$ cat src/rtl/stream_minmax_pkg.sv
// Shared types for the stream_minmax reduction stage.
package stream_minmax_pkg;

  typedef enum logic [1:0] {
    IDLE = 2'd0,
    ACC  = 2'd1,
    EMIT = 2'd2
  } state_t;

endpackage

$ cat src/rtl/cmp.sv
// Magnitude comparator: o_lt/o_eq/o_gt of i_a against i_b, signed or unsigned.
module cmp #(
  parameter int W          = 32,
  parameter int IS_SIGNED  = 1,
  parameter int FPGA_INFER = 0
) (
  input  logic [W-1:0] i_a,
  input  logic [W-1:0] i_b,
  output logic         o_lt,
  output logic         o_eq,
  output logic         o_gt
);

  // Flipping the sign bit maps two's complement onto offset binary, so one
  // unsigned compare serves both modes.
  localparam logic [W-1:0] BIAS = (IS_SIGNED != 0) ? {1'b1, {(W-1){1'b0}}} : '0;

  logic [W-1:0] a_b;
  logic [W-1:0] b_b;

  assign a_b = i_a ^ BIAS;
  assign b_b = i_b ^ BIAS;

  generate
    if (FPGA_INFER != 0) begin : g_sub
      // Single subtractor: the borrow is a<b and a zero difference is a==b.
      logic [W:0] diff;
      assign diff = {1'b0, a_b} - {1'b0, b_b};
      assign o_lt = diff[W];
      assign o_eq = (diff[W-1:0] == '0);
      assign o_gt = ~diff[W] & (diff[W-1:0] != '0);
    end else begin : g_rel
      assign o_lt = (a_b < b_b);
      assign o_eq = (a_b == b_b);
      assign o_gt = (a_b > b_b);
    end
  endgenerate

endmodule

$ cat src/rtl/stream_minmax.sv
// Streaming min/max reduction over a packet; emits min, max, their indices,
// the saturating beat count and an overflow flag once the last beat lands.
module stream_minmax
  import stream_minmax_pkg::*;
#(
  parameter int W          = 32,
  parameter int IS_SIGNED  = 1,
  parameter int FPGA_INFER = 0,
  parameter int IDX_W      = 16
) (
  input  logic             clk,
  input  logic             arst_n,
  input  logic             i_vld,
  input  logic [W-1:0]     i_data,
  input  logic             i_last,
  output logic             o_rdy,
  output logic             o_vld,
  input  logic             i_rdy,
  output logic [W-1:0]     o_min,
  output logic [IDX_W-1:0] o_min_idx,
  output logic [W-1:0]     o_max,
  output logic [IDX_W-1:0] o_max_idx,
  output logic [IDX_W-1:0] o_cnt,
  output logic             o_ovf
);

  localparam logic [IDX_W-1:0] IDX_SAT = '1;

  // Handshake: a beat moves when i_vld & o_rdy at a rising edge; the result
  // moves when o_vld & i_rdy. Neither ready depends on the matching valid.
  state_t state;

  logic min_lt, min_eq, min_gt;
  logic max_lt, max_eq, max_gt;
  logic take_min, take_max;

  cmp #(.W(W), .IS_SIGNED(IS_SIGNED), .FPGA_INFER(FPGA_INFER)) u_cmp_min (
    .i_a  (i_data),
    .i_b  (o_min),
    .o_lt (min_lt),
    .o_eq (min_eq),
    .o_gt (min_gt)
  );

  cmp #(.W(W), .IS_SIGNED(IS_SIGNED), .FPGA_INFER(FPGA_INFER)) u_cmp_max (
    .i_a  (i_data),
    .i_b  (o_max),
    .o_lt (max_lt),
    .o_eq (max_eq),
    .o_gt (max_gt)
  );

  // Only a strict win replaces; a tie keeps the earlier index.
  assign take_min = min_lt & ~(min_eq | min_gt);
  assign take_max = max_gt & ~(max_eq | max_lt);

  assign o_rdy = (state != EMIT);

  always_ff @(posedge clk or negedge arst_n) begin
    if (!arst_n) begin
      state     <= IDLE;
      o_vld     <= 1'b0;
      o_min     <= '0;
      o_max     <= '0;
      o_min_idx <= '0;
      o_max_idx <= '0;
      o_cnt     <= '0;
      o_ovf     <= 1'b0;
    end else begin
      case (state)
        IDLE: begin
          if (i_vld) begin
            o_min     <= i_data;
            o_max     <= i_data;
            o_min_idx <= '0;
            o_max_idx <= '0;
            o_cnt     <= IDX_W'(1);
            o_ovf     <= 1'b0;
            if (i_last) begin
              state <= EMIT;
              o_vld <= 1'b1;
            end else begin
              state <= ACC;
            end
          end
        end
        ACC: begin
          if (i_vld) begin
            // The current count is this beat's index, saturated with the count.
            if (take_min) begin
              o_min     <= i_data;
              o_min_idx <= o_cnt;
            end
            if (take_max) begin
              o_max     <= i_data;
              o_max_idx <= o_cnt;
            end
            if (o_cnt == IDX_SAT) begin
              o_ovf <= 1'b1;
            end else begin
              o_cnt <= o_cnt + IDX_W'(1);
            end
            if (i_last) begin
              state <= EMIT;
              o_vld <= 1'b1;
            end
          end
        end
        EMIT: begin
          if (i_rdy) begin
            state <= IDLE;
            o_vld <= 1'b0;
          end
        end
        default: begin
          state <= IDLE;
          o_vld <= 1'b0;
        end
      endcase
    end
  end

endmodule
$ cat config.mk
export PLATFORM = sky130hd
export DESIGN_NAME = stream_minmax
export DESIGN_NICKNAME = d
export VERILOG_FILES = /design/src/rtl/stream_minmax_pkg.sv /design/src/rtl/cmp.sv /design/src/rtl/stream_minmax.sv
export SDC_FILE = /design/constraint.sdc
export NUM_CORES = 1
export LEC_CHECK = 0
export ABC_AREA = 1
export BUFFER_PORTS_ARGS = -buffer_cell sky130_fd_sc_hd__buf_2
export CORE_MARGIN = 3
export CORE_UTILIZATION = 50
export DETAILED_ROUTE_END_ITERATION = 12
export PLACE_DENSITY = 0.74
export SETUP_SLACK_MARGIN = 0.3
export SLEW_MARGIN = 20
export SYNTH_ARGS = -nofsm -noshare
export SYNTH_HDL_FRONTEND = slang
export SYNTH_SLANG_ARGS = --single-unit
$ cat constraint.sdc
create_clock -name clk -period 5.6 [get_ports clk]
set_input_delay 0.28 -clock clk [delete_from_list [all_inputs] [get_ports clk]]
set_output_delay 0.28 -clock clk [all_outputs]
set_load 0.02 [all_outputs]
======== Word level (Yosys, flattened, before mapping) ========
Index checks and enable logic that the tools add are counted.
storage, ports and cells
  output and inout bits ................... 115
  bits of input ports ..................... 37
  logic and storage cells ................. 79
  register bits after elaboration ......... 116
cells by class
  reduce and logical (&&, ||, !) cells .... 9
  equal/unequal tests ..................... 16
  bitwise operators ....................... 9
  muxes and demuxes ....................... 32
  magnitude comparators ................... 4
  $add $sub $neg .......................... 1
operators by type and width
  kind                                                                    number
  32-bit two-way mux                                                      5
  16-bit two-way mux                                                      8
  32-bit case mux with 2 select lines                                     2
  16-bit case mux with 2 select lines                                     3
  32-bit equality test                                                    2
  32-bit > comparator                                                     2
  32-bit < comparator                                                     2
  4-bit AND reduction                                                     5
  2-bit != test (second input constant)                                   9
  16-bit by 1-bit adder with 16-bit output (second input constant)        1
  16-bit equality test (second input constant)                            1
  2-bit two-way mux                                                       5
  1-bit two-way mux                                                       6
  2-bit case mux with 3 select lines                                      1
  1-bit inverter                                                          5
  2-bit by 1-bit != test with 1-bit output (second input constant)        2
  1-bit case mux with 2 select lines                                      2
  3-bit AND reduction                                                     1
  1-bit AND                                                               2
  2-bit by 1-bit equality test with 1-bit output (second input constant)  1
  2-bit equality test (second input constant)                             1
  2-bit logical NOT                                                       1
  1-bit OR                                                                2
  2-bit nonzero test                                                      1
  2-bit OR reduction                                                      1

======== Depth between registers and ports, before layout ========
Gate-level depths: netlist (run 1).
  depth after elaboration ................. 8
  mapped depth ............................ 20
  gate-level depth less buffers ........... 18

======== Modules after synthesis ========
From an unflattened synthesis (run 1), not the netlist that was laid out.
second synthesis, totals
  cell total of the unflattened synthesis .. 879
  area, all modules ....................... 6751.5 um^2
modules (own cells, without submodules)
  module         cells each  seq. area each (um^2)  instances  area an instance (um^2)
  stream_minmax  599         2902.8                 1          4979.8
  cmp            140         0.0                    2          885.8

======== Worst setup path after synthesis (run 1) ========
Ideal clock, no wire load.
  kind .................................... flip-flop to flip-flop
  start ................................... register o_max[23]
  end ..................................... register o_max[27]
  library setup time ...................... 117 ps
  clock period less this slack ............ 2008 ps
  slack ................................... 3592 ps
  data required time ...................... 5483 ps
  data arrival time ....................... 1891 ps
  buffers on the path ..................... 2
  stages on the path, launching flop included .. 16
  cells stage by stage .................... dfrtp_1 -> inv_1 -> ha_1 -> nand2_1 -> nor2_1 -> nand3_1 -> nor2_1 -> nand2_1 -> nor2_1 -> nand4_1 -> nand2_1 -> nand2_2 -> buf_6 -> buf_2 -> nand3_1 -> nand2_1
on the way
  longest elaborated chain between the ends .. 6
  elaborated cells on any way between the ends .. 8
  classes of those cells .................. order compare (2); eq/ne (2); bitwise (3); reduce/logical (1)
RTL lines
  element                                                             RTL line              text
  start: declaration                                                  stream_minmax.sv:21   output logic [W-1:0] o_max,
  start signal: assignment                                            stream_minmax.sv:74   o_max <= i_data;
  start signal: assignment                                            stream_minmax.sv:95   o_max <= i_data;
  32-bit < comparator / 32-bit equality test (equally long branches)  cmp.sv:33, cmp.sv:34
  1-bit OR                                                            stream_minmax.sv:55   assign take_max = max_gt & ~(max_eq | max_lt);
  1-bit inverter                                                      stream_minmax.sv:55
  1-bit AND (*)                                                       stream_minmax.sv:55
  2-bit != test (no source line) (*)                                  --
  4-bit AND reduction (no source line) (*)                            --
Every way passes the cells marked *; elsewhere a longest branch is shown, timed or not.
A chain may end at the register's enable or synchronous reset.

======== Final worst setup path (run 1) ========
  start ................................... register o_min[27]
  end ..................................... register o_min_idx[11]
on the way
  longest elaborated chain between the ends .. 6
  elaborated cells on any way between the ends .. 8
  classes of those cells .................. order compare (2); eq/ne (2); bitwise (3); reduce/logical (1)
RTL lines
  element                                                             RTL line              text
  start: declaration                                                  stream_minmax.sv:19   output logic [W-1:0] o_min,
  start signal: assignment                                            stream_minmax.sv:73   o_min <= i_data;
  start signal: assignment                                            stream_minmax.sv:91   o_min <= i_data;
  32-bit > comparator / 32-bit equality test (equally long branches)  cmp.sv:35, cmp.sv:34
  1-bit OR                                                            stream_minmax.sv:54   assign take_min = min_lt & ~(min_eq | min_gt);
  1-bit inverter                                                      stream_minmax.sv:54
  1-bit AND (*)                                                       stream_minmax.sv:54
  2-bit != test (no source line) (*)                                  --
  4-bit AND reduction (no source line) (*)                            --
  end signal: assignment                                              stream_minmax.sv:92   o_min_idx <= o_cnt;
  end: declaration                                                    stream_minmax.sv:20   output logic [IDX_W-1:0] o_min_idx,
Marked as above.

==> flow_summary.ini, run 1 <==
[status]
status = complete, no violations

[yosys]
synthesis.nets = 948
ys.flop_type = dfrtp_1
synth_cells = 846
synth_edf_count = 0
synth_common_cells = nand2_1, dfrtp_1, nand3_1
yosysTopAreaCell = dfrtp_1
synth_seq_cells = 116
yosysMostFrequentCell = nand2_1
async_reset_ff_share_pct = 100.0
netlist_top_cells_area = dfrtp_1, nand2_1, ha_1
ys_seq_area_share_pct = 43.86
synth_area_per_cell_um2 = 7.822
synth_top_cell_area_share_pct = 43.86
synth.distinct_cells = 32
syn-cell-area_mm2 = 0.006618
ys_warn_count = 0

[die]
pin_count = 152
die-width_um = 121.0
core_mm2 = 0.01277
initial_core_util_pct = 51.81
die_area_mm2 = 0.01465
placementRows = 41
dieHeight_um = 121.0

[worst_setup_path]
critPathArrivalTime_ns = 3.81
worstSetupPathType = reg -> reg
path_max_fanout = 49
r2r_slack_ns = 2.08
cp.required_ns = 5.90
endpoint_kind = register
start_kind = register
crit_start = o_min[27]
reg2reg_from = o_min[27]

[cts]
cts_buffers = 17
h-tree-depth = 4
cts_tree = built
clk_pin_slew_ns = 0.05
clock-sinks = 116
cts_root_buffer = clkbuf_16
cts_buffer_depth = 2
insertion_delay_ns = 0.42
cts_resized = 0

[routing]
wl_um = 17220
wl_met1_um = 7765
wl_per_cell_um = 14.68
detail_route.first_pass.iterations = 5
wl_met2_um = 8125
viasPerCell = 5.157
drtIter0Drc = 423
drtAntennaViolNets = 0
vias = 6049
highest_layer = met4
post-route-drc-count = 0
route.met3.wl_um = 1104

[global_routing]
grt_pass1_wl_um = 28300
antenna_found_initial = 0
grt_pass1_vias = 5770
grt-ovfl-total = 0
grtUsageTotal_pct = 24.29
grt_max_degree = 63

[sta]
finalMaxSlewViolations = 0
fin_crit_ns = 3.517
worst_slew_pin_slew_ns = 1.050
setup_viol = 0
finalCritPeriodShare_pct = 62.80
hold_viol = 0
slew_headroom_pct = 29.77
fmax_mhz = 284.4
clock_skew_ns = 0.007717
rsz0062_at_grt = false
setup_tns_ns = 0
fin_ws_ns = 2.083

[pwr]
p_int_mw = 2.336
peakVddDrop_uv = 251.7
p_clk_share_pct = 34.1
powerDensity_mw_per_mm2 = 456.2
pwr-share-comb_pct = 33.9
power_switching_mw = 1.382
power_leakage_nw = 4.614
totalPowerFinal_mw = 3.718
p_sw_share_pct = 37.18
p_seq_share_pct = 32.0

[cells_and_area]
nNetsFinal = 1090
final_util_pct = 63.80
fin_cells = 1173
areaGrowthSynthToFinish_pct = 23.14
drive_above_1_share_pct = 19.88
fillerInstances = 1102
antenna_cells = 0

[job]
drv_cap = 0

[place]
hpwlAfterDp_um = 11930
port_buffers = 151
gp_routability_congestion = 0.8725
pre_cts_ws_ns = 2.061
dp_cells = 1140

[worst_hold_path]
worstHoldStart = i_data[31]
hp-class = in -> reg
-- worst paths after layout --
path	endpoint	cells past startpoint
min	o_min[31]	3
max in group asynchronous	o_cnt[2]	3
max reg2reg	o_min_idx[11]	12
min reg2reg	o_min_idx[13]	2
min in group asynchronous	o_min[8]	2
max	o_min_idx[11]	12
-- repair_timing --
item                      in CTS  in global routing
hold endpoints to repair      54                  0
setup buffers                  0                  0
hold buffers                   1                  0
-- worst max-delay path, stage by stage (launching register included) --
cell	delay, ns
dfrtp_1	0.37
inv_1	0.06
ha_1	0.29
a21oi_1	0.15
o21ai_0	0.10
nand2_1	0.07
o211ai_1	0.08
nor2_1	0.18
nand2_1	0.09
nand2_2	0.77
nand2_2	0.91
nand2_1	0.25
nand2_1	0.07
-- flip-flops by register name, indices dropped and copies added (netlist names) --
signal	count
o_min_idx	16
o_ovf	1
o_vld	1
o_max_idx	16
o_cnt	16
o_max	32
o_min	32
state	2
-- power groups by stage --
stage | Sequential (mW) | Combinational [mW] | Clock (mW)
floorplan | 1.39 | 0.667 | 0
global placement | 1.20 | 1.24 | 0
detailed placement | 1.20 | 1.26 | 0
CTS | 1.19 | 1.28 | 1.28
global route | 1.21 | 1.44 | 1.32
finish | 1.19 | 1.26 | 1.27
-- cell type report --
class | instances | area, um^2 | area share (%)
Clock buffer | 24 | 501.7 | 6.157
Clock inverter | 8 | 192.7 | 2.365
Inverter | 102 | 382.9 | 4.698
Multi-Input combinational cell | 596 | 3163 | 38.81
Sequential cell | 116 | 2903 | 35.62
Tap cell | 172 | 215.2 | 2.641
Timing Repair Buffer | 155 | 790.8 | 9.704
-- routing by layer --
layer / GRT usage, % / up-vias
li1: - / 3001
met1: 32.58 / 2844
met2: 39.53 / 183
met3: 5.641 / 21
met4: 6.870 / 0
met5: 0 / -
-- cell usage in the layout, fill, tap and decap left out, drive strengths merged --
master,instances
nand2,281
inv,102
nor2,49
o31ai,2
nor4,2
bufinv,6
a32o,1
nor3,14
o21ai,15
nor3b,2
dfrtp,116
clkinvlp,1
clkinv,1
dlygate4sd3,1
o211ai,1
nand4,5
a21o,2
ha,65
a31oi,1
or2,1
nand3,109
xor2,4
buf,154
a21oi,37
o22ai,1
clkbuf,24
o21a,4
-- cells by family (layout without fill, tap and decap cells) --
logic type               Yosys count  after routing  synth area share [%]
flip-flops                       116            116                 43.86
AND/OR/NAND/NOR                  463            463                 29.53
XOR/XNOR                           4              4                0.5293
AO/OA/AOI/OAI                     64             64                 5.294
adder cells (fa/ha/maj)           65             65                 12.29
buffers and inverters            134            289                 8.489
-- metrics by stage --
step,hold WS [ns],area (um^2)
after floorplan,-0.01559,6618
after global placement,0.3742,7445
after detailed placement,0.3719,7445
after CTS,0.1199,8149
after global routing,0.1411,8149
final,0.1334,8149
(Power assumes the default switching activity.)
==> run 2, diff against run 1 <==
--- a/config.mk
+++ b/config.mk
@@ -8,9 +8,9 @@
 export ABC_AREA = 1
 export BUFFER_PORTS_ARGS = -buffer_cell sky130_fd_sc_hd__buf_2
 export CORE_MARGIN = 3
-export CORE_UTILIZATION = 50
+export CORE_UTILIZATION = 49
 export DETAILED_ROUTE_END_ITERATION = 12
-export PLACE_DENSITY = 0.74
+export PLACE_DENSITY = 0.75
 export SETUP_SLACK_MARGIN = 0.3
 export SLEW_MARGIN = 20
 export SYNTH_ARGS = -nofsm -noshare
==> constraint.sdc (replaced) <==
create_clock -name clk -period 2.99 [get_ports clk]
set_input_delay 0.1495 -clock clk [delete_from_list [all_inputs] [get_ports clk]]
set_output_delay 0.1495 -clock clk [all_outputs]
set_load 0.02 [all_outputs]
==> flow_summary.ini, run 2 (synthesis gave the netlist of run 1 again) <==
[global_routing]
grt_pass1_vias = 5854
antenna_found_initial = 0
grt-ovfl-total = 0
grtUsageTotal_pct = 24.36
grt_pass1_wl_um = 28730
grt_max_degree = 83

[routing]
drtIter0Drc = 537
viasPerCell = 5.206
vias = 6138
detail_route.first_pass.iterations = 5
wl_per_cell_um = 14.84
wl_um = 17500
post-route-drc-count = 0
drtAntennaViolNets = 0

[sta]
finalCritPeriodShare_pct = 82.91
fin_crit_ns = 2.479
rsz0062_at_grt = false
setup_viol = 0
hold_viol = 0
fmax_mhz = 403.4
slew_headroom_pct = 60.09
worst_slew_pin_slew_ns = 0.5973
clock_skew_ns = 0.007824
setup_tns_ns = 0
finalMaxSlewViolations = 0

[cells_and_area]
drive_above_1_share_pct = 19.96
layout_commonest_cell = nand2_1
seq_area_mm2 = 0.002903
largestRegisters = o_max: 32 flops, o_min: 32 flops
fin_area_mm2 = 0.008117
antenna_cells = 0
fillerInstances = 1182
fin_cells = 1179
nNetsFinal = 1096
areaGrowthSynthToFinish_pct = 22.65
multi_input_area_mm2 = 0.003163
final_util_pct = 62.79
layout_common_cells = nand2_1, buf_2, dfrtp_1

[pwr]
peakVddDrop_uv = 389.0
totalPowerFinal_mw = 6.588
pwr-share-comb_pct = 36.7
p_seq_share_pct = 33.7
power_leakage_nw = 4.592
p_int_mw = 3.972
p_sw_share_pct = 39.71
powerDensity_mw_per_mm2 = 811.7
p_clk_share_pct = 29.6
power_switching_mw = 2.616

[cts]
cts_root_buffer = clkbuf_16
h-tree-depth = 4
cts_buffers = 17
cts_tree = built
insertion_delay_ns = 0.42
cts_resized = 0
clk_pin_slew_ns = 0.05
cts_buffer_depth = 2
clock-sinks = 116

[die]
pin_count = 152
die-width_um = 122.2
core_mm2 = 0.01293
placementRows = 41
initial_core_util_pct = 51.19
die_area_mm2 = 0.01494
dieHeight_um = 122.2

[worst_setup_path]
r2r_slack_ns = 0.58
crit_start = i_data[31]
critPathArrivalTime_ns = 2.84
path_max_fanout = 30
r2r_end = o_min[5]
cp-endpoint = o_min[5]
start_kind = primary input
worstSetupPathType = in -> reg
reg2reg_from = o_min[31]
reg2regPathDepth = 12
endpoint_kind = register
cp.required_ns = 3.35

[place]
place_area_mm2 = 0.007525
gp_routability_congestion = 0.8397
hpwlAfterDp_um = 12320
port_buffers = 151
dp_cells = 1144

[worst_hold_path]
hp-class = in -> reg

[job]
drv_cap = 0

[status]
status = complete, no violations
[run 2: changes by cell type in the layout (fill, tap and decap cells not counted)]
cell,previous run,this run
buf_12,0,4
bufinv_16,6,2
clkbuf_1,2,4
clkbuf_8,5,1
clkinv_2,1,5
clkinvlp_4,1,3
dlygate4sd3_1,1,3
[run 2: critical path, stage by stage]
cell	delay (ns)
dlygate4sd3_1	0.57
buf_2	0.14
inv_1	0.06
ha_1	0.29
nand2_1	0.08
nor2_1	0.14
nand4_1	0.17
a21oi_1	0.23
nor2_1	0.12
nand2_1	0.09
nand2_2	0.06
nand2_2	0.34
buf_12	0.26
nand2_1	0.08
nand2_1	0.06
[run 2: repair_timing]
| action | 4_1_cts | 5_1_grt |
|---|---|---|
| endpoints found under the hold margin | 81 | 0 |
| hold buffers | 3 | 0 |
| buffers inserted | 0 | 0 |
[run 2: per-stage QoR]
| step | worst slack [ns] | hold slack, ns |
|---|---|---|
| floorplan | 0.9817 | -0.1461 |
| global placement | 0.5635 | 0.03751 |
| detailed placement | 0.5925 | 0.03736 |
| CTS | 0.5543 | 0.004965 |
| global route | 0.3533 | 0.01264 |
| finish | 0.5109 | 0.01322 |
[run 2: metal layers]
layer / GRT usage, % / vias to the layer above / routed length, um
li1: - / 3018 / -
met1: 32.82 / 2909 / 7812
met2: 38.68 / 191 / 8275
met3: 6.175 / 20 / 1133
met4: 7.908 / 0 / 278
met5: 0 / - / 0
[run 2: area by class of cell]
class,count,share of cell area [%]
Sequential cell,116,35.76
Multi-Input combinational cell,596,38.97
Inverter,102,4.717
Timing Repair Buffer,161,10.98
Clock buffer,22,5.596
Clock inverter,10,1.326
Tap cell,172,2.651
[run 2: power by group through the flow]
stage	registers (mW)	logic (mW)	clock network, mW
6_report	2.22	2.42	1.95
5_1_grt	2.26	2.75	2.05
4_1_cts	2.22	2.45	1.98
3_5_place_dp	2.23	2.43	0
3_3_place_gp	2.23	2.37	0
2_1_floorplan	2.60	1.25	0
[run 2: worst min path at each step]
stage          cells past startpoint   endpoint        from  slack, ns
3_5_place_dp                       1   o_min[8]      arst_n       0.04
2_1_floorplan                      0   o_cnt[0]      arst_n      -0.15
6_report                           3   o_max[7]   i_data[7]       0.01
3_3_place_gp                       1   o_min[8]      arst_n       0.04
4_1_cts                            3  o_min[20]  i_data[20]      0.005
5_1_grt                            3  o_min[27]  i_data[27]       0.01
==> run 3, diff against run 2 <==
--- a/config.mk
+++ b/config.mk
@@ -5,12 +5,12 @@
 export SDC_FILE = /design/constraint.sdc
 export NUM_CORES = 1
 export LEC_CHECK = 0
-export ABC_AREA = 1
+export ABC_AREA = 0
 export BUFFER_PORTS_ARGS = -buffer_cell sky130_fd_sc_hd__buf_2
 export CORE_MARGIN = 3
-export CORE_UTILIZATION = 49
+export CORE_UTILIZATION = 50
 export DETAILED_ROUTE_END_ITERATION = 12
-export PLACE_DENSITY = 0.75
+export PLACE_DENSITY = 0.72
 export SETUP_SLACK_MARGIN = 0.3
 export SLEW_MARGIN = 20
 export SYNTH_ARGS = -nofsm -noshare
==> constraint.sdc (replaced) <==
create_clock -name clk -period 2.6 [get_ports clk]
set_input_delay 0.13 -clock clk [delete_from_list [all_inputs] [get_ports clk]]
set_output_delay 0.13 -clock clk [all_outputs]
set_load 0.02 [all_outputs]
==> flow_summary.ini, run 3 <==
[worst_hold_path]
worstHoldStart = i_data[8]
hp-class = in -> reg

[cells_and_area]
fin_area_mm2 = 0.01150
layout_common_cells = buf_2, buf_4, dfrtp_1
largestRegisters = o_max: 32 flops, o_min: 32 flops
drive_above_1_share_pct = 49.86
layout_commonest_cell = buf_2
antenna_cells = 0
areaGrowthSynthToFinish_pct = 49.13
nNetsFinal = 1140

[global_routing]
grt_pass1_vias = 7515
grt_pass1_wl_um = 40150
grt_max_degree = 73
grtUsageTotal_pct = 30.13
antenna_found_initial = 0
grt-ovfl-total = 0

[worst_setup_path]
cp.required_ns = 2.91
r2r_slack_ns = -0.15
crit_start = o_max[2]
worstSetupPathType = reg -> reg
endpoint_kind = register
path_max_fanout = 16
reg2reg_from = o_max[2]
critPathArrivalTime_ns = 3.06
start_kind = register

[sta]
fin_ws_ns = -0.1470
finalMaxSlewViolations = 0
worst_slew_pin_slew_ns = 0.8676
setup_viol = 47
fin_crit_ns = 2.747
finalCritPeriodShare_pct = 105.7
clock_skew_ns = 0.007755
setup_tns_ns = -5.153
hold_viol = 0
fmax_mhz = 364.0
worst_hold_slack_ns = 0.01589
slew_headroom_pct = 41.94
rsz0062_at_grt = true

[routing]
drtIter0Drc = 990
wl_per_cell_um = 25.37
post-route-drc-count = 0
viasPerCell = 6.785
detail_route.first_pass.iterations = 8
vias = 8380
wl_um = 31330
drtAntennaViolNets = 0

[status]
status = finished with violations
failed_checks = negative setup slack

[die]
dieHeight_um = 130.2
core_mm2 = 0.01481
die_area_mm2 = 0.01694
initial_core_util_pct = 52.05
placementRows = 44
die-width_um = 130.2
pin_count = 152

[place]
hpwlAfterDp_um = 15330
port_buffers = 151
place_area_mm2 = 0.009039
gp_routability_congestion = 0.8576

[yosys]
ys_seq_area_share_pct = 37.66
synth_top_cell_area_share_pct = 37.66
synth_cells = 810
synth.distinct_cells = 58
netlist_top_cells_area = dfrtp_1, ha_1, mux2_4
synth_seq_cells = 116
synth_edf_count = 0
yosysMostFrequentCell = dfrtp_1
synth_area_per_cell_um2 = 9.517
yosysTopAreaCell = dfrtp_1
ys_warn_count = 0
syn-cell-area_mm2 = 0.007709
synthesis.nets = 912
async_reset_ff_share_pct = 100.0
ys.flop_type = dfrtp_1
synth_common_cells = dfrtp_1, inv_1, ha_1

[cts]
h-tree-depth = 4
cts_tree = built
clock-sinks = 116
clk_pin_slew_ns = 0.06
cts_buffer_depth = 2
cts_buffers = 17
cts_root_buffer = clkbuf_16
insertion_delay_ns = 0.43

[job]
drv_cap = 0

[pwr]
totalPowerFinal_mw = 11.68
powerDensity_mw_per_mm2 = 1016
peakVddDrop_uv = 603.2
power_leakage_nw = 5.382
## run 3: cell count changes after synthesis, sizes merged, moves of 16 or more
cell | before | now
nand2 | 281 | 43
nand3 | 109 | 46
and3 | 0 | 44
nand4 | 5 | 45
clkbuf | 11 | 46
inv | 102 | 68
mux2 | 0 | 34
o2111ai | 0 | 32
a311oi | 0 | 30
a221o | 0 | 16
## run 3: worst paths after layout
check | cells past startpoint | end
min in group asynchronous | 3 | o_min[4]
max in group asynchronous | 3 | o_min[21]
max reg2reg | 10 | o_max_idx[5]
min reg2reg | 2 | o_vld
min | 2 | o_max[8]
max | 10 | o_max_idx[5]
## run 3: cell families (layout without fill, tap and decap cells)
family                   after synthesis  after routing  synth area share [%]
buffers and inverters                133            374                 7.109
flip-flops                           116            116                 37.66
AO/OA/AOI/OAI                        169            169                 18.13
adder cells (fa/ha/maj)               65             65                 10.55
multiplexers                          34             34                 6.427
XOR/XNOR                              11             11                 1.250
AND/OR/NAND/NOR                      282            282                 18.88
## run 3: where the power goes
group          switching (mW)  leakage (nW)  internal, mW
Clock                    1.03         0.282          1.36
Sequential              0.400          1.42          2.25
Combinational            3.78          3.68          2.87
Total                    5.20          5.38          6.48
## run 3: layout make-up
class                      count  area (um^2)
inverter                      68        255.2
fill                         919         3313
clock inverter                15        157.7
timing repair buffer         274         2211
clock buffer                  17        425.4
tap                          184        230.2
multi-input combinational    561         5261
sequential                   116         2955
## run 3: per-layer routing
layer | global-route usage, % | vias to the layer above | wire length, um
met1 | 40.03 | 4067 | 11860
li1 | - | 3515 | -
met5 | 0 | - | 0
met3 | 8.023 | 175 | 3197
met2 | 48.04 | 623 | 14460
met4 | 9.841 | 0 | 1812
## run 3: critical path, cell delays in order (launching register included)
cell      delay (ns)
dfrtp_2         0.40
inv_1           0.05
ha_1            0.31
nand4_1         0.31
nor4_4          0.39
nand2_1         0.10
a21boi_4        0.17
buf_4           0.17
or2_4           0.26
buf_12          0.15
a221o_1         0.31
## run 3: stage by stage
stage / setup slack (ns) / util, % / cells
2_1_floorplan: 0.1631 / - / 810
3_3_place_gp: -0.08278 / 61.03 / 1129
3_5_place_dp: -0.1600 / 61.03 / 1129
4_1_cts: 0.01779 / 70.60 / 1197
5_1_grt: -0.2399 / 77.63 / 1235
6_report: -0.1470 / 77.63 / 1235
## run 3: repair_timing
item	4_1_cts	5_1_grt
endpoints found under the setup margin	96	105
hold endpoints to repair	119	0
hold buffers	5	0
buffers inserted	26	28
gates cloned	5	10
gates resized for setup	69	109
pin swaps	32	94
